`src/rtl/seq_mag_cmp_if.sv`:
```
// Request/response bundle for the sequential magnitude comparator.
// The master issues start with operands; the slave reports busy/done and relation flags.
interface seq_mag_cmp_if #(
  parameter int WIDTH = 8
);
  logic             start;
  logic [WIDTH-1:0] a;
  logic [WIDTH-1:0] b;
  logic [2:0]       mode;
  logic             sgn;
  logic             busy;
  logic             done;
  logic             result;
  logic             agtb;
  logic             aeqb;
  logic             altb;

  modport master (
    output start, a, b, mode, sgn,
    input  busy, done, result, agtb, aeqb, altb
  );

  modport slave (
    input  start, a, b, mode, sgn,
    output busy, done, result, agtb, aeqb, altb
  );
endinterface

```
`src/rtl/seq_mag_cmp.sv`:
```
// Multi-cycle magnitude comparator: scans GROUP_W bits per clock MSB-first,
// exits at the first unequal group, and reports one of six relations.
module seq_mag_cmp #(
  parameter int WIDTH   = 8,
  parameter int GROUP_W = 2
) (
  input  logic           clk,
  input  logic           rst_n,
  seq_mag_cmp_if.slave   cmp
);
  localparam int NG   = WIDTH / GROUP_W;
  localparam int IDXW = (NG > 1) ? $clog2(NG) : 1;
  // Flipping the MSB maps two's complement onto offset binary, so the
  // unsigned scan below yields the signed ordering.
  localparam logic [WIDTH-1:0] MSB_MASK = WIDTH'(1) << (WIDTH - 1);

  typedef enum logic {IDLE, SCAN} state_t;

  state_t            state_reg;
  logic [WIDTH-1:0]  sa_reg;
  logic [WIDTH-1:0]  sb_reg;
  logic [2:0]        mode_reg;
  logic [IDXW-1:0]   idx_reg;
  logic              busy_reg;
  logic              done_reg;
  logic              result_reg;
  logic              agtb_reg;
  logic              aeqb_reg;
  logic              altb_reg;

  logic [GROUP_W-1:0] grp_a [NG];
  logic [GROUP_W-1:0] grp_b [NG];

  generate
    for (genvar gi = 0; gi < NG; gi++) begin : g_split
      assign grp_a[gi] = sa_reg[gi*GROUP_W +: GROUP_W];
      assign grp_b[gi] = sb_reg[gi*GROUP_W +: GROUP_W];
    end
  endgenerate

  logic [GROUP_W-1:0] ga;
  logic [GROUP_W-1:0] gb;
  logic               diff;
  logic               finish;
  logic               gt_next;
  logic               eq_next;
  logic               lt_next;
  logic               rel_next;

  always_comb begin
    ga       = grp_a[idx_reg];
    gb       = grp_b[idx_reg];
    diff     = (ga != gb);
    finish   = (state_reg == SCAN) && (diff || (idx_reg == '0));
    gt_next  = diff && (ga > gb);
    eq_next  = !diff;
    lt_next  = diff && !(ga > gb);
    rel_next = 1'b0;
    case (mode_reg)
      3'b000:  rel_next = eq_next;
      3'b001:  rel_next = !eq_next;
      3'b010:  rel_next = gt_next;
      3'b011:  rel_next = gt_next || eq_next;
      3'b100:  rel_next = lt_next;
      3'b101:  rel_next = lt_next || eq_next;
      default: rel_next = 1'b0;
    endcase
  end

  always_ff @(posedge clk or negedge rst_n) begin
    if (!rst_n) begin
      state_reg  <= IDLE;
      sa_reg     <= '0;
      sb_reg     <= '0;
      mode_reg   <= '0;
      idx_reg    <= '0;
      busy_reg   <= 1'b0;
      done_reg   <= 1'b0;
      result_reg <= 1'b0;
      agtb_reg   <= 1'b0;
      aeqb_reg   <= 1'b0;
      altb_reg   <= 1'b0;
    end else begin
      done_reg <= 1'b0;
      case (state_reg)
        IDLE: begin
          if (cmp.start) begin
            sa_reg    <= cmp.a ^ (cmp.sgn ? MSB_MASK : '0);
            sb_reg    <= cmp.b ^ (cmp.sgn ? MSB_MASK : '0);
            mode_reg  <= cmp.mode;
            idx_reg   <= IDXW'(NG - 1);
            busy_reg  <= 1'b1;
            state_reg <= SCAN;
          end
        end
        SCAN: begin
          if (finish) begin
            agtb_reg   <= gt_next;
            aeqb_reg   <= eq_next;
            altb_reg   <= lt_next;
            result_reg <= rel_next;
            done_reg   <= 1'b1;
            busy_reg   <= 1'b0;
            state_reg  <= IDLE;
          end else begin
            idx_reg <= idx_reg - 1'b1;
          end
        end
        default: state_reg <= IDLE;
      endcase
    end
  end

  assign cmp.busy   = busy_reg;
  assign cmp.done   = done_reg;
  assign cmp.result = result_reg;
  assign cmp.agtb   = agtb_reg;
  assign cmp.aeqb   = aeqb_reg;
  assign cmp.altb   = altb_reg;
endmodule

```
`src/flat_wrapper.sv`:
```
// flat-port wrapper written by rule: the top's interface ports become plain ports
module seq_mag_cmp_flat 
#(
  parameter int WIDTH   = 8,
  parameter int GROUP_W = 2
)
  (clk, rst_n, cmp_start, cmp_a, cmp_b, cmp_mode, cmp_sgn, cmp_busy, cmp_done, cmp_result, cmp_agtb, cmp_aeqb, cmp_altb);
  seq_mag_cmp_if #(.WIDTH(WIDTH)) cmp_i ();
  input  logic clk;
  input  logic rst_n;
  input wire logic [$bits(cmp_i.start)-1:0] cmp_start;
  input wire logic [$bits(cmp_i.a)-1:0] cmp_a;
  input wire logic [$bits(cmp_i.b)-1:0] cmp_b;
  input wire logic [$bits(cmp_i.mode)-1:0] cmp_mode;
  input wire logic [$bits(cmp_i.sgn)-1:0] cmp_sgn;
  output wire logic [$bits(cmp_i.busy)-1:0] cmp_busy;
  output wire logic [$bits(cmp_i.done)-1:0] cmp_done;
  output wire logic [$bits(cmp_i.result)-1:0] cmp_result;
  output wire logic [$bits(cmp_i.agtb)-1:0] cmp_agtb;
  output wire logic [$bits(cmp_i.aeqb)-1:0] cmp_aeqb;
  output wire logic [$bits(cmp_i.altb)-1:0] cmp_altb;
  assign cmp_i.start = cmp_start;
  assign cmp_i.a = cmp_a;
  assign cmp_i.b = cmp_b;
  assign cmp_i.mode = cmp_mode;
  assign cmp_i.sgn = cmp_sgn;
  assign cmp_busy = cmp_i.busy;
  assign cmp_done = cmp_i.done;
  assign cmp_result = cmp_i.result;
  assign cmp_agtb = cmp_i.agtb;
  assign cmp_aeqb = cmp_i.aeqb;
  assign cmp_altb = cmp_i.altb;
  seq_mag_cmp #(.WIDTH(WIDTH), .GROUP_W(GROUP_W)) u_core (.clk(clk), .rst_n(rst_n), .cmp(cmp_i));
endmodule
```
`config.mk`:
```
export PLATFORM = sky130hd
export DESIGN_NAME = seq_mag_cmp_flat
export DESIGN_NICKNAME = d
export VERILOG_FILES = /design/src/rtl/seq_mag_cmp_if.sv /design/src/rtl/seq_mag_cmp.sv /design/src/flat_wrapper.sv
export SDC_FILE = /design/constraint.sdc
export NUM_CORES = 1
export LEC_CHECK = 0
export ABC_AREA = 1
export CAP_MARGIN = 20
export CORE_MARGIN = 8
export CORE_UTILIZATION = 44
export CTS_CLUSTER_DIAMETER = 50
export DETAILED_ROUTE_END_ITERATION = 10
export PLACE_DENSITY_LB_ADDON = 0.2
export SYNTH_ARGS = -nofsm -noshare
export SYNTH_HDL_FRONTEND = slang
export SYNTH_SLANG_ARGS = --single-unit
```
`constraint.sdc`:
```
create_clock -name clk -period 2.1 [get_ports clk]
set_clock_uncertainty 0.15 [all_clocks]
set_input_delay 0.315 -clock clk [delete_from_list [all_inputs] [get_ports clk]]
set_output_delay 0.315 -clock clk [all_outputs]
set_load 0.01 [all_outputs]
```
# Word-level counts from Yosys, hierarchy flattened
# Cells that the tools add are included.
totals:
  inputBits: 23
  out_inout_bits: 6
  word_cells: 60
  ff_bits: 28
op_classes:
  muxes: 19
  eq_ne: 9
  reduce_logical: 14
  bitwise: 4
  magnitude_cmp: 2
  addsub: 1
ops:
  columns: ["operator", "count"]
  rows:
  - ["bitwise XOR 8 bit", 2]
  - ["2-to-1 mux 2 bit", 6]
  - ["binary-select mux 2 bit (select 2 bit)", 2]
  - ["2-to-1 mux 8 bit", 1]
  - ["AND reduction 2 bit", 4]
  - ["== test 3 x 2 -> 1 bit, second input constant", 2]
  - ["== test 3 bit, second input constant", 2]
  - ["2-to-1 mux 1 bit", 6]
  - ["inequality test 2 bit, second input constant", 3]
  - ["one-hot mux 1 bit (6 select lines)", 1]
  - ["one-hot mux 1 bit (2 select lines)", 2]
  - ["one-hot mux 2 bit (2 select lines)", 1]
  - ["== test 3 x 1 -> 1 bit, second input constant", 1]
  - [">= comparator 3 bit, second input constant", 1]
  - ["logical AND 1 bit", 3]
  - ["logical NOT 3 bit", 1]
  - ["logical OR 1 bit", 3]
  - ["inverter 2 -> 3 bit", 1]
  - ["> comparator 2 bit", 1]
  - ["logical NOT 1 bit", 2]
  - ["logical NOT 2 bit", 1]
  - ["inequality test 2 bit", 1]
  - ["subtractor 2 x 1 -> 2 bit, second input constant", 1]
  - ["inverter 1 bit", 1]

# Logic depth before layout (Yosys ltp)
logic_depth:
  word_depth: 9
  ltp_mapped: 15

# Worst setup path after synthesis
# No wires, ideal clock.
synth_path:
  kind: "register to register"
  start: "register u_core.idx_reg[0]"
  end: "register u_core.idx_reg[0]"
  stages_incl_launch_ff: 15
  required_time_ps: 1822
  slack_ps: -44
  setup_ps: 128
  arrival_time_ps: 1867
  synth_period_minus_slack_ps: 2144
  cell_sequence: "dfrtp_1 -> buf_2 -> inv_1 -> buf_2 -> nand2_1 -> a32o_1 -> ha_1 -> nand2_1 -> inv_1 -> nand2_1 -> nand2_2 -> o21ai_2 -> inv_1 -> nand2_1 -> o21ai_0"
synth_via:
  elab_chain_cells: 9
  word_cells_on_any_way: 16
synth_lines:
  columns: ["item", "line_no", "rtl"]
  rows:
  - ["from (decl)", "seq_mag_cmp.sv:23", "logic [IDXW-1:0] idx_reg;"]
  - ["from (signal assigned)", "seq_mag_cmp.sv:91", "idx_reg <= IDXW'(NG - 1);"]
  - ["from (signal assigned)", "seq_mag_cmp.sv:106", "idx_reg <= idx_reg - 1'b1;"]
  - ["inverter 2 -> 3 bit (not written as such)", "seq_mag_cmp.sv:51, seq_mag_cmp.sv:52", null]
  - ["binary-select mux 2 bit (select 2 bit), on equally long branches", "seq_mag_cmp.sv:51, seq_mag_cmp.sv:52", null]
  - ["2-to-1 mux 2 bit, on equally long branches (2 in a row)", "seq_mag_cmp.sv:51, seq_mag_cmp.sv:52", null]
  - ["inequality test 2 bit", "seq_mag_cmp.sv:53", "diff = (ga != gb);"]
  - ["logical OR 1 bit", "seq_mag_cmp.sv:54", "finish = (state_reg == SCAN) && (diff || (idx_reg == '0));"]
  - ["logical AND 1 bit", "seq_mag_cmp.sv:54", null]
  - ["inequality test 2 bit (no line)", null, null]
  - ["AND reduction 2 bit (no line)", null, null]
# Several ways; a longest one is shown, not always the timed one. The select of a mux whose other input is x is not followed.
# A chain may end at the register's enable or synchronous reset.

# Final worst setup path
layout_path:
  start: "register u_core.idx_reg[0]"
  end: "register u_core.result_reg (netlist: u_core.cmp.result)"
layout_via:
  elab_chain_cells: 9
  word_cells_on_any_way: 20
layout_lines:
  columns: ["item", "line_no", "rtl"]
  rows:
  - ["inverter 2 -> 3 bit (not written as such)", "seq_mag_cmp.sv:51, seq_mag_cmp.sv:52", null]
  - ["binary-select mux 2 bit (select 2 bit), on equally long branches", "seq_mag_cmp.sv:51, seq_mag_cmp.sv:52", null]
  - ["2-to-1 mux 2 bit, on equally long branches (2 in a row)", "seq_mag_cmp.sv:51, seq_mag_cmp.sv:52", null]
  - ["> comparator 2 bit", "seq_mag_cmp.sv:55, seq_mag_cmp.sv:57", null]
  - ["logical NOT 1 bit", "seq_mag_cmp.sv:57", "lt_next = diff && !(ga > gb);"]
  - ["logical AND 1 bit", "seq_mag_cmp.sv:57", null]
  - ["logical OR 1 bit", "seq_mag_cmp.sv:65", "3'b101: rel_next = lt_next || eq_next;"]
  - ["one-hot mux 1 bit (6 select lines)", "seq_mag_cmp.sv:59", "case (mode_reg)"]
  - ["to (signal assigned)", "seq_mag_cmp.sv:101", "result_reg <= rel_next;"]
  - ["to (decl)", "seq_mag_cmp.sv:26", "logic result_reg;"]
# Several ways; a longest one is shown, not always the timed one. The select of a mux whose other input is x is not followed.

==> flow_summary.ini <==
[pwr]
p_leak_nw = 0.853
p_per_area_mw_per_mm2 = 1690
ir_drop_v = 0.000661

[drt]
route.detailed.drc = 0
postRouteAntennaNets = 0
dr.pass1.iters = 4
vias_per_cell = 5.07
wl_per_cell_um = 13.4
drt_iter0_drc = 46
vias = 1013
routed_wl_mm = 2.68

[sta]
setup_violations = 0
fmax_ghz = 0.504
worstMarginPinSlew_ns = 0.346
period_share = 0.945
final.setup.worst_slack_ns = 0.116
slew-limit-headroom = 0.770
hold_viol_final = 0
final_max_slew_viol_count = 0
fin_hold_ws_ns = 0.180
layout_min_cycle_time_ns = 1.98

[die]
die_x_um = 70.8
io_pins = 29
dieArea_mm2 = 0.00502
fp-row-count = 20
dieHeight_um = 70.8
initial_core_util = 0.448
core_area_mm2 = 0.00295

[run_status]
status = finished clean

[setup_path]
cpMaxStageDelayCell = dfrtp_2
crit_type = reg -> reg
cp.arrival_ns = 2.07
slowest_delay_ns = 0.46
end_kind = register
cp_max_fo = 6
path_common_cell = nand2_1
cp-start-kind = register
worst-r2r-setup-slack_ns = 0.12
crit_chain = buf_6 > nand2_1 > a32o_2 > ha_4 > buf_4 > nand2_2 > nand2_1 > nand2_1 > nand2_1 > nand2_1 > nand2_1 > nand2_1 > nand2_1
worst_ep_required_time_ns = 2.18

[synthesis]
syn-num-nets = 154
synth_cell_types = 21
synth_top_area_share = 0.530
ys_top_cells_by_area = dfrtp_1 53%, mux2_4 10%, nand2_1 8.2%
synthCells = 128
synth-main-ff-cell = dfrtp_1
avgSynthCellArea_um2 = 10.3
yosys.area.top_type = dfrtp_1
synthArstFlopShare = 1.00
ys_ff_latch = 28
synth_warnings = 0
ys_seq_area_frac = 0.530
synth-edff-count = 0
synth_area_mm2 = 0.00132

[grt]
grt_pass1_vias = 1044
grt_max_degree = 29
grt-ovfl-total = 0
antenna_found_initial = 0
track_usage = 0.112
grt_pass1_wl_mm = 4.59

[finish]
layout.nets = 194
mostFrequentLayoutCell = clkdlybuf4s50_1
final_area_mm2 = 0.00181
antennaDiodeCount = 0
drive_gt1_frac = 0.299
syn2layout_area_growth_pct = 37.0
utilization = 0.614
layout_common_cells = 28 x clkdlybuf4s50_1, 27 x dfrtp_1, 26 x nand2_1, 9 x mux2_4

[place]
port_buffers = 28
routabilityCongestion = 0.802
postPlaceCellArea_mm2 = 0.00165
hpwl_mm = 2.01
dp_worst_setup_slack_ns = -0.0614

[clock_network]
cts_sinks = 28
htree_levels = 1
cts_tree = yes
cts_buffer_depth = 2
clkTransAtPathRegs_ns = 0.15
clk_latency_ns = 0.33
ctsRootBufferMaster = clkbuf_4
hold_buffers = 0
cts-buffers-inserted = 3

[hold_path]
hold_path.class = in -> async

[run]
maxCapViolCount = 0
-- final timing paths --
path,from,to,cells after the start
max reg2reg,u_core.idx_reg[0],u_core.cmp.result,13
max in group asynchronous,rst_n,u_core.idx_reg[0],2
max,u_core.idx_reg[0],u_core.cmp.result,13
min,rst_n,u_core.sb_reg[2],2
min reg2reg,u_core.cmp.result,u_core.cmp.result,2
min in group clk,u_core.cmp.result,u_core.cmp.result,2
-- routing by layer --
| layer | part of all wire | vias to the layer above | GRT usage |
|---|---|---|---|
| met5 | 0 | - | 0 |
| met4 | 0.014 | 0 | 0.0485 |
| met3 | 0.042 | 5 | 0.0311 |
| met2 | 0.48 | 22 | 0.183 |
| met1 | 0.47 | 488 | 0.133 |
| li1 | - | 498 | - |
-- synth_stat cells (2+ instances only) --
cell type,number
a21oi_1,6
a32o_1,2
buf_2,3
dfrtp_1,28
ha_1,3
inv_1,10
mux2_2,5
mux2_4,9
nand2_1,29
nand3_1,3
nor2_1,9
o21ai_0,10
o22ai_1,2
xnor2_1,2
-- what timing repair did --
item,in CTS,in global routing
resized for setup,3,22
endpoints found under the hold margin,0,0
cloned,0,1
pin swaps,1,6
setup endpoints to repair,6,6
setup buffers,2,4
-- cells by family after synthesis --
group,after synthesis,synth area share
multiplexers,14,0.145
adder cells (fa/ha/maj),3,0.0284
AND/OR/NAND/NOR,43,0.132
XOR/XNOR,2,0.0132
buffers and inverters,16,0.0539
flip-flops,28,0.530
AO/OA/AOI/OAI,22,0.0975
-- power breakdown --
part           switching [mW]  internal, mW
clock                   0.153         0.106
combinational           0.852         0.954
sequential              0.185         0.810
total                    1.19          1.87
-- through the flow --
stage          TNS (ns)  instances  power (mW)
6_report              0        200        3.06
5_1_grt        -0.00142        200        3.35
4_1_cts               0        195        2.70
3_5_place_dp     -0.192        189        2.38
3_3_place_gp          0        189        2.33
2_1_floorplan         0        128        1.96
-- cell type report --
cell class                      instances  area (um^2)
Sequential cell                        28          702
Tap cell                               33         41.3
Inverter                               12         46.3
Clock buffer                            4         36.3
Timing Repair Buffer                   38          363
Fill cell                             247         1140
Multi-Input combinational cell         84          616
Timing Repair inverter                  1         7.51
-- critical path: cells and delay by family, from the launching register on --
kind	cells	cell delay [ns]
buffers and inverters	2	0.27
AND/OR/NAND/NOR	9	0.49
adder cells (fa/ha/maj)	1	0.22
flip-flops	1	0.46
AO/OA/AOI/OAI	1	0.28
Note: power is estimated with default switching activity, not from simulation.
==> variant 1 (config.mk and constraints unchanged) <==
`WIDTH` is set to 8 in 3 places; all go to 16.
--- a/src/rtl/seq_mag_cmp_if.sv
+++ b/src/rtl/seq_mag_cmp_if.sv
@@ -1,7 +1,7 @@
 // Request/response bundle for the sequential magnitude comparator.
 // The master issues start with operands; the slave reports busy/done and relation flags.
 interface seq_mag_cmp_if #(
-  parameter int WIDTH = 8
+  parameter int WIDTH = 16
 );
   logic             start;
   logic [WIDTH-1:0] a;
--- a/src/rtl/seq_mag_cmp.sv
+++ b/src/rtl/seq_mag_cmp.sv
@@ -1,7 +1,7 @@
 // Multi-cycle magnitude comparator: scans GROUP_W bits per clock MSB-first,
 // exits at the first unequal group, and reports one of six relations.
 module seq_mag_cmp #(
-  parameter int WIDTH   = 8,
+  parameter int WIDTH   = 16,
   parameter int GROUP_W = 2
 ) (
   input  logic           clk,
--- a/src/flat_wrapper.sv
+++ b/src/flat_wrapper.sv
@@ -1,7 +1,7 @@
 // flat-port wrapper written by rule: the top's interface ports become plain ports
 module seq_mag_cmp_flat 
 #(
-  parameter int WIDTH   = 8,
+  parameter int WIDTH   = 16,
   parameter int GROUP_W = 2
 )
   (clk, rst_n, cmp_start, cmp_a, cmp_b, cmp_mode, cmp_sgn, cmp_busy, cmp_done, cmp_result, cmp_agtb, cmp_aeqb, cmp_altb);
Interface: changed (resized cmp_a and cmp_b); port bits go from 29 to 45. The function was not compared with the original's and may differ.
==> variant 1 against the original RTL <==
Worst setup slack lost 0.16 ns. First-iteration DRC count grew 54%. Power grew 60%. Final area grew 68%. Synthesized area grew 70%. Routed wire length grew 77%. Sequential cell count grew 17. Largest cell class unchanged. Sequential power grew 66%. Core utilization shrank 1.1 points. The flow now finishes with violations (negative setup slack). Count of clock-buffer cells in the layout grew 1.
==> variant 1: results (changes against the original RTL) <==
The number of H-tree branching levels is 2 (was 1). The number of diodes came out at 0 (unchanged). The count of cells along the worst hold path came out at 2. The top cell family by delay on the critical path is flip-flops (was simple AND/OR/NAND/NOR gates). The headroom to the max-slew limit came out at 0.631 (was 0.770). The final setup violation count came to 4 (was 0). The static leakage is 1.39 nW (was 0.853 nW).

The number of buffers added by the clock tree synthesis step is 5 (was 3). The maximum cell stage delay along the critical path came to 0.46 ns (about the same). The total routing resource utilization after global routing came out at 0.132 (was 0.112). The number of design-rule violations left by the first detailed-router iteration is 71 (was 46). The total of buffers placed on input and output ports came out at 44 (was 28). The classification of the worst-slack hold path is reg2reg (was in2async). The via count is 1554 (was 1013). The total wire length is 4750 µm (was 2680 µm). The root buffer cell is sky130_fd_sc_hd__clkbuf_8 (was sky130_fd_sc_hd__clkbuf_4). The length of the first detailed-routing pass in iterations came to 4 (unchanged). The post-layout net count came out at 299 (was 194). The checks that failed: negative setup slack. The detailed placer's ending HPWL was 3270 µm (was 2010 µm).

The fraction of layout instances using a drive strength above 1 is 0.325 (was 0.299). The highest ir drop seen on vdd came out at 0.538 mV (was 0.661 mV). The worst-skew pair later-pin latency came out at 0.30 ns (was 0.33 ns). The signal arrival time at the worst endpoint is 2.17 ns (was 2.07 ns). The number of antenna violations at the first check in global routing came out at 0 (unchanged). The largest fanout of any net on the critical path is 9 (was 6). The final instance count without filler cells came out at 325 (was 200). The cell with the largest stage delay on the worst path is sky130_fd_sc_hd__dfrtp_2 (unchanged).

The number of warnings reported in the yosys synthesis log came out at 0 (unchanged). The number of distinct standard cells referenced by the synthesized netlist came out at 26 (was 21). The share of flip-flops with an asynchronous set or reset after synthesis came out at 1.00 (unchanged).

The number of buffers between clock root and the deepest sink came to 2 (unchanged). The final worst-path setup slack is -0.0444 ns (was 0.116 ns). The cell count of the worst reg-to-reg path came to 12 (was 13). Cell types with the largest area share after synthesis: sky130_fd_sc_hd__dfrtp_1, sky130_fd_sc_hd__mux2_4, sky130_fd_sc_hd__o21ai_0 (was sky130_fd_sc_hd__dfrtp_1, sky130_fd_sc_hd__mux2_4, sky130_fd_sc_hd__nand2_1). The gate count after technology mapping came to 200 (was 128). Leading post-synthesis cells by instance count: sky130_fd_sc_hd__dfrtp_1, sky130_fd_sc_hd__mux2_4, sky130_fd_sc_hd__nand2_1 (was sky130_fd_sc_hd__nand2_1, sky130_fd_sc_hd__dfrtp_1, sky130_fd_sc_hd__inv_1, sky130_fd_sc_hd__o21ai_0).

The count of placed standard cells including taps came to 313 (was 189). The sequential fraction of the synthesis area was 0.499 (was 0.530). The maximum number of pins on one net before global-route repair came to 46 (was 29). The post-synth net total came to 243 (was 154). The first-pass GRT wire length was 7960 µm (was 4590 µm). The final weighted congestion in routability-driven placement came to 0.796 (was 0.802). The clock-pin slew on the worst setup and hold paths was 0.08 ns (was 0.15 ns). Status: complete, but fails checks (was completed).
variant 1: cell count changes after synthesis, sizes merged, moves of 2 or more:
cell    unedited run  this run
o21ai             11        24
nand3              3         6
nand2             31        29
o211ai             0         2
dfrtp             28        45
nor2               9        25
a32o               2         0
inv               11        13
o22ai              2         6
mux2              14        30
buf                4         7
variant 1: metal layers:
metal	routed length, µm	global-route usage	share of wire	vias up
li1	-	-	-	787
met1	2330	0.184	0.49	721
met2	2100	0.187	0.44	40
met3	263	0.0432	0.055	6
met4	59	0.0469	0.012	0
met5	0	0	0	-
variant 1: report_power, final:
part	switching [mW]	leakage, nW	internal (mW)
Combinational	1.31	0.829	1.46
Clock	0.273	0.0399	0.219
Sequential	0.348	0.522	1.31
variant 1: kinds of logic after synthesis:
family          after synthesis  share of synthesized area
xor+xnor                      2                    0.00777
compound gates               38                     0.0943
buf+inv                      21                     0.0638
flops                        45                      0.499
fa+ha+maj                     4                     0.0222
simple gates                 60                      0.116
mux                          30                      0.196
variant 1: final timing paths:
path	from	end	slack, ns
max	u_core.idx_reg[0]	u_core.idx_reg[1]	-0.04
min	u_core.cmp.busy	u_core.cmp.busy	0.33
max reg2reg	u_core.idx_reg[0]	u_core.idx_reg[1]	-0.04
min reg2reg	u_core.cmp.busy	u_core.cmp.busy	0.33
max in group asynchronous	rst_n	u_core.idx_reg[1]	0.92
min in group asynchronous	rst_n	u_core.sb_reg[6]	0.48
variant 1: layout make-up:
type | instances | area (µm²)
Timing Repair inverter | 1 | 8.76
Clock inverter | 1 | 5.00
Fill cell | 413 | 2000
Sequential cell | 45 | 1130
Timing Repair Buffer | 56 | 579
Inverter | 13 | 63.8
Tap cell | 70 | 87.6
Clock buffer | 5 | 68.8
Multi-Input combinational cell | 134 | 1100
variant 1: through the flow:
stage | setup slack (ns) | setup TNS [ns] | total power, mW | instance area (µm²)
after floorplan | 0.00569 | 0 | 3.26 | 2280
after global placement | -0.0260 | -0.0391 | 3.79 | 2760
after detailed placement | -0.0540 | -0.114 | 3.83 | 2760
after CTS | -0.0136 | -0.0136 | 4.40 | 2870
after global routing | -0.153 | -0.665 | 5.30 | 3040
final | -0.0444 | -0.124 | 4.91 | 3040
variant 1: timing repair:
item / in CTS / in global routing
resized for setup: 6 / 38
buffers inserted: 0 / 2
pin swaps: 3 / 7
hold endpoints to repair: 45 / 0
setup endpoints to repair: 4 / 9
hold buffers: 1 / 0
gates cloned: 0 / 3
==> variant 2 (config.mk and constraints unchanged) <==
Made on the original files. Make the reset (`rst_n`) synchronous in one clocked block.
--- a/src/rtl/seq_mag_cmp.sv
+++ b/src/rtl/seq_mag_cmp.sv
@@ -67,7 +67,7 @@
     endcase
   end
 
-  always_ff @(posedge clk or negedge rst_n) begin
+  always_ff @(posedge clk) begin
     if (!rst_n) begin
       state_reg  <= IDLE;
       sa_reg     <= '0;
Behaviour: differs if rst_n is asserted again (counterexample within 4 cycles, from zero or initial values and one cycle with rst_n low); with rst_n held inactive, the same outputs for 10 cycles.
==> variant 2 against the original RTL <==
Synthesized area is 6.0% lower. Via count is 11% higher. Sequential cell count stayed put. Worst hold slack better by 0.13 ns. Routed wire length is 2.0% lower. Worst setup slack better by 0.034 ns. Global-route usage is 0.17 points higher. Final area is 13% lower. Largest cell class is now multi-input combinational cells.
Power is not compared: it rests on default switching activity, and its combinational part moved more than twofold at a synthesized area within 25%.
==> variant 2: results (changes against the original RTL) <==
The root buffer cell is sky130_fd_sc_hd__clkbuf_4 (unchanged). For this design the static power due to leakage is ~0.66 nW. The number of antenna violations at the first check in global routing came out at 0 (unchanged). The total routing resource utilization after global routing came out at 0.113 (was 0.112).

The instance area at placement came to 1530 µm² (was 1650 µm²). The number of buffers between clock root and the deepest sink came to 2 (unchanged). The total of buffers placed on input and output ports is 28 (unchanged). The headroom to the max-slew limit came out at 0.843 (was 0.770). The global routing usage on met1 came out at 0.122 (was 0.133). The detailed placer's ending HPWL was 2130 µm (was 2010 µm). Leading post-synthesis cells by instance count: sky130_fd_sc_hd__nor2_1, sky130_fd_sc_hd__dfxtp_1, sky130_fd_sc_hd__o21ai_0 (was sky130_fd_sc_hd__nand2_1, sky130_fd_sc_hd__dfrtp_1, sky130_fd_sc_hd__inv_1, sky130_fd_sc_hd__o21ai_0). The global-route track usage on met3 came out at 0.0401 (was 0.0311). The number of buffers added by the clock tree synthesis step is 3 (unchanged). The worst-skew pair later-pin latency is 0.32 ns.

The first-pass GRT wire length came out at 4740 µm (was 4590 µm). The worst slack after detailed placement is 0.0944 ns (was -0.0614 ns). The post-synth net total came to 192 (was 154).

The fraction of met2 tracks used by global routing was 0.205 (was 0.183). The classification of the worst-slack hold path is reg2reg (was in2async). The number of H-tree branching levels came out at 1 (unchanged). The fraction of layout instances using a drive strength above 1 came out at 0.103 (was 0.299). The gate count after technology mapping is 166 (was 128). The number of distinct standard cells referenced by the synthesized netlist came out at 25 (was 21). The signal arrival time at the worst endpoint came out at approximately 2.1 ns. The clock-pin slew on the worst setup and hold paths is 0.14 ns.

The via count came out at 1125 (was 1013). Status: completed (unchanged). Cell types with the largest area share after synthesis: sky130_fd_sc_hd__dfxtp_1, sky130_fd_sc_hd__o21ai_0, sky130_fd_sc_hd__nor2_1 (was sky130_fd_sc_hd__dfrtp_1, sky130_fd_sc_hd__mux2_4, sky130_fd_sc_hd__nand2_1).

The number of warnings reported in the yosys synthesis log is 0 (unchanged). The ratio of routed vias to standard cells is 4.98 (was 5.07). The largest fanout of any net on the critical path came out at 8 (was 6). The count of placed standard cells including taps is 221 (was 189). The routed wire length per instance is 11.6 µm (was 13.4 µm). The number of design-rule violations left by the first detailed-router iteration came to 33 (was 46). The worst-case IR drop observed on VDD is 0.752 mV. The length of the first detailed-routing pass in iterations came out at 4 (unchanged). The sequential fraction of the synthesis area came out at 0.451 (was 0.530). The share of flip-flops with an asynchronous set or reset after synthesis is 0 (was 1.00).

The final weighted congestion in routability-driven placement was 0.846 (was 0.802). The most numerous cell in the Yosys netlist was sky130_fd_sc_hd__nor2_1 (was sky130_fd_sc_hd__nand2_1). The number of diodes is 0 (unchanged). The maximum number of pins on one net before global-route repair came out at 22 (was 29).
## variant 2: repair_timing
action	CTS	global route
setup endpoints to repair	0	8
hold buffers	0	0
buffers inserted	0	2
gates resized for setup	0	3
## variant 2: worst max-delay path, stage by stage (launching register included)
cell	delay, ns
sky130_fd_sc_hd__dfxtp_2	0.39
sky130_fd_sc_hd__clkinvlp_4	0.15
sky130_fd_sc_hd__a32o_1	0.29
sky130_fd_sc_hd__ha_1	0.32
sky130_fd_sc_hd__nand2_2	0.10
sky130_fd_sc_hd__inv_2	0.07
sky130_fd_sc_hd__nand2_2	0.05
sky130_fd_sc_hd__nand2_2	0.06
sky130_fd_sc_hd__inv_2	0.05
sky130_fd_sc_hd__nor2_4	0.12
sky130_fd_sc_hd__nand2_1	0.06
sky130_fd_sc_hd__o21ai_0	0.06
## variant 2: worst paths after layout
check | from | to | slack, ns | cells past startpoint
max | u_core.idx_reg[1] | u_core.cmp.agtb | 0.15 | 11
min | u_core.cmp.result | u_core.cmp.result | 0.31 | 2
max reg2reg | u_core.idx_reg[1] | u_core.cmp.agtb | 0.15 | 11
min reg2reg | u_core.cmp.result | u_core.cmp.result | 0.31 | 2
## variant 2: power by group
group / leakage (nW) / internal, mW / switching (mW)
Sequential: 0.232 / 0.596 / 0.0393
Clock: 0.0138 / 0.0673 / 0.147
Combinational: 0.413 / 0.194 / 0.230
Total: 0.659 / 0.857 / 0.417
## variant 2: kinds of logic after synthesis
group,count (synthesis),share of synthesized area
xor+xnor,2,0.0141
simple gates,67,0.225
flops,28,0.451
compound gates,44,0.189
fa+ha+maj,3,0.0302
buf+inv,22,0.0905
## variant 2: area by class of cell
class                   count  area [µm²]
well taps                  31        38.8
multi-input cells         116         571
inverters                  15        62.6
flip-flops and latches     28         562
fillers                   271        1140
repair buffers             33         318
clock buffers               3        22.5
## variant 2: routing by layer
metal | routed length (µm) | vias up
li1 | - | 598
met1 | 1210 | 500
met2 | 1290 | 25
met3 | 109 | 2
met4 | 21 | 0
met5 | 0 | -
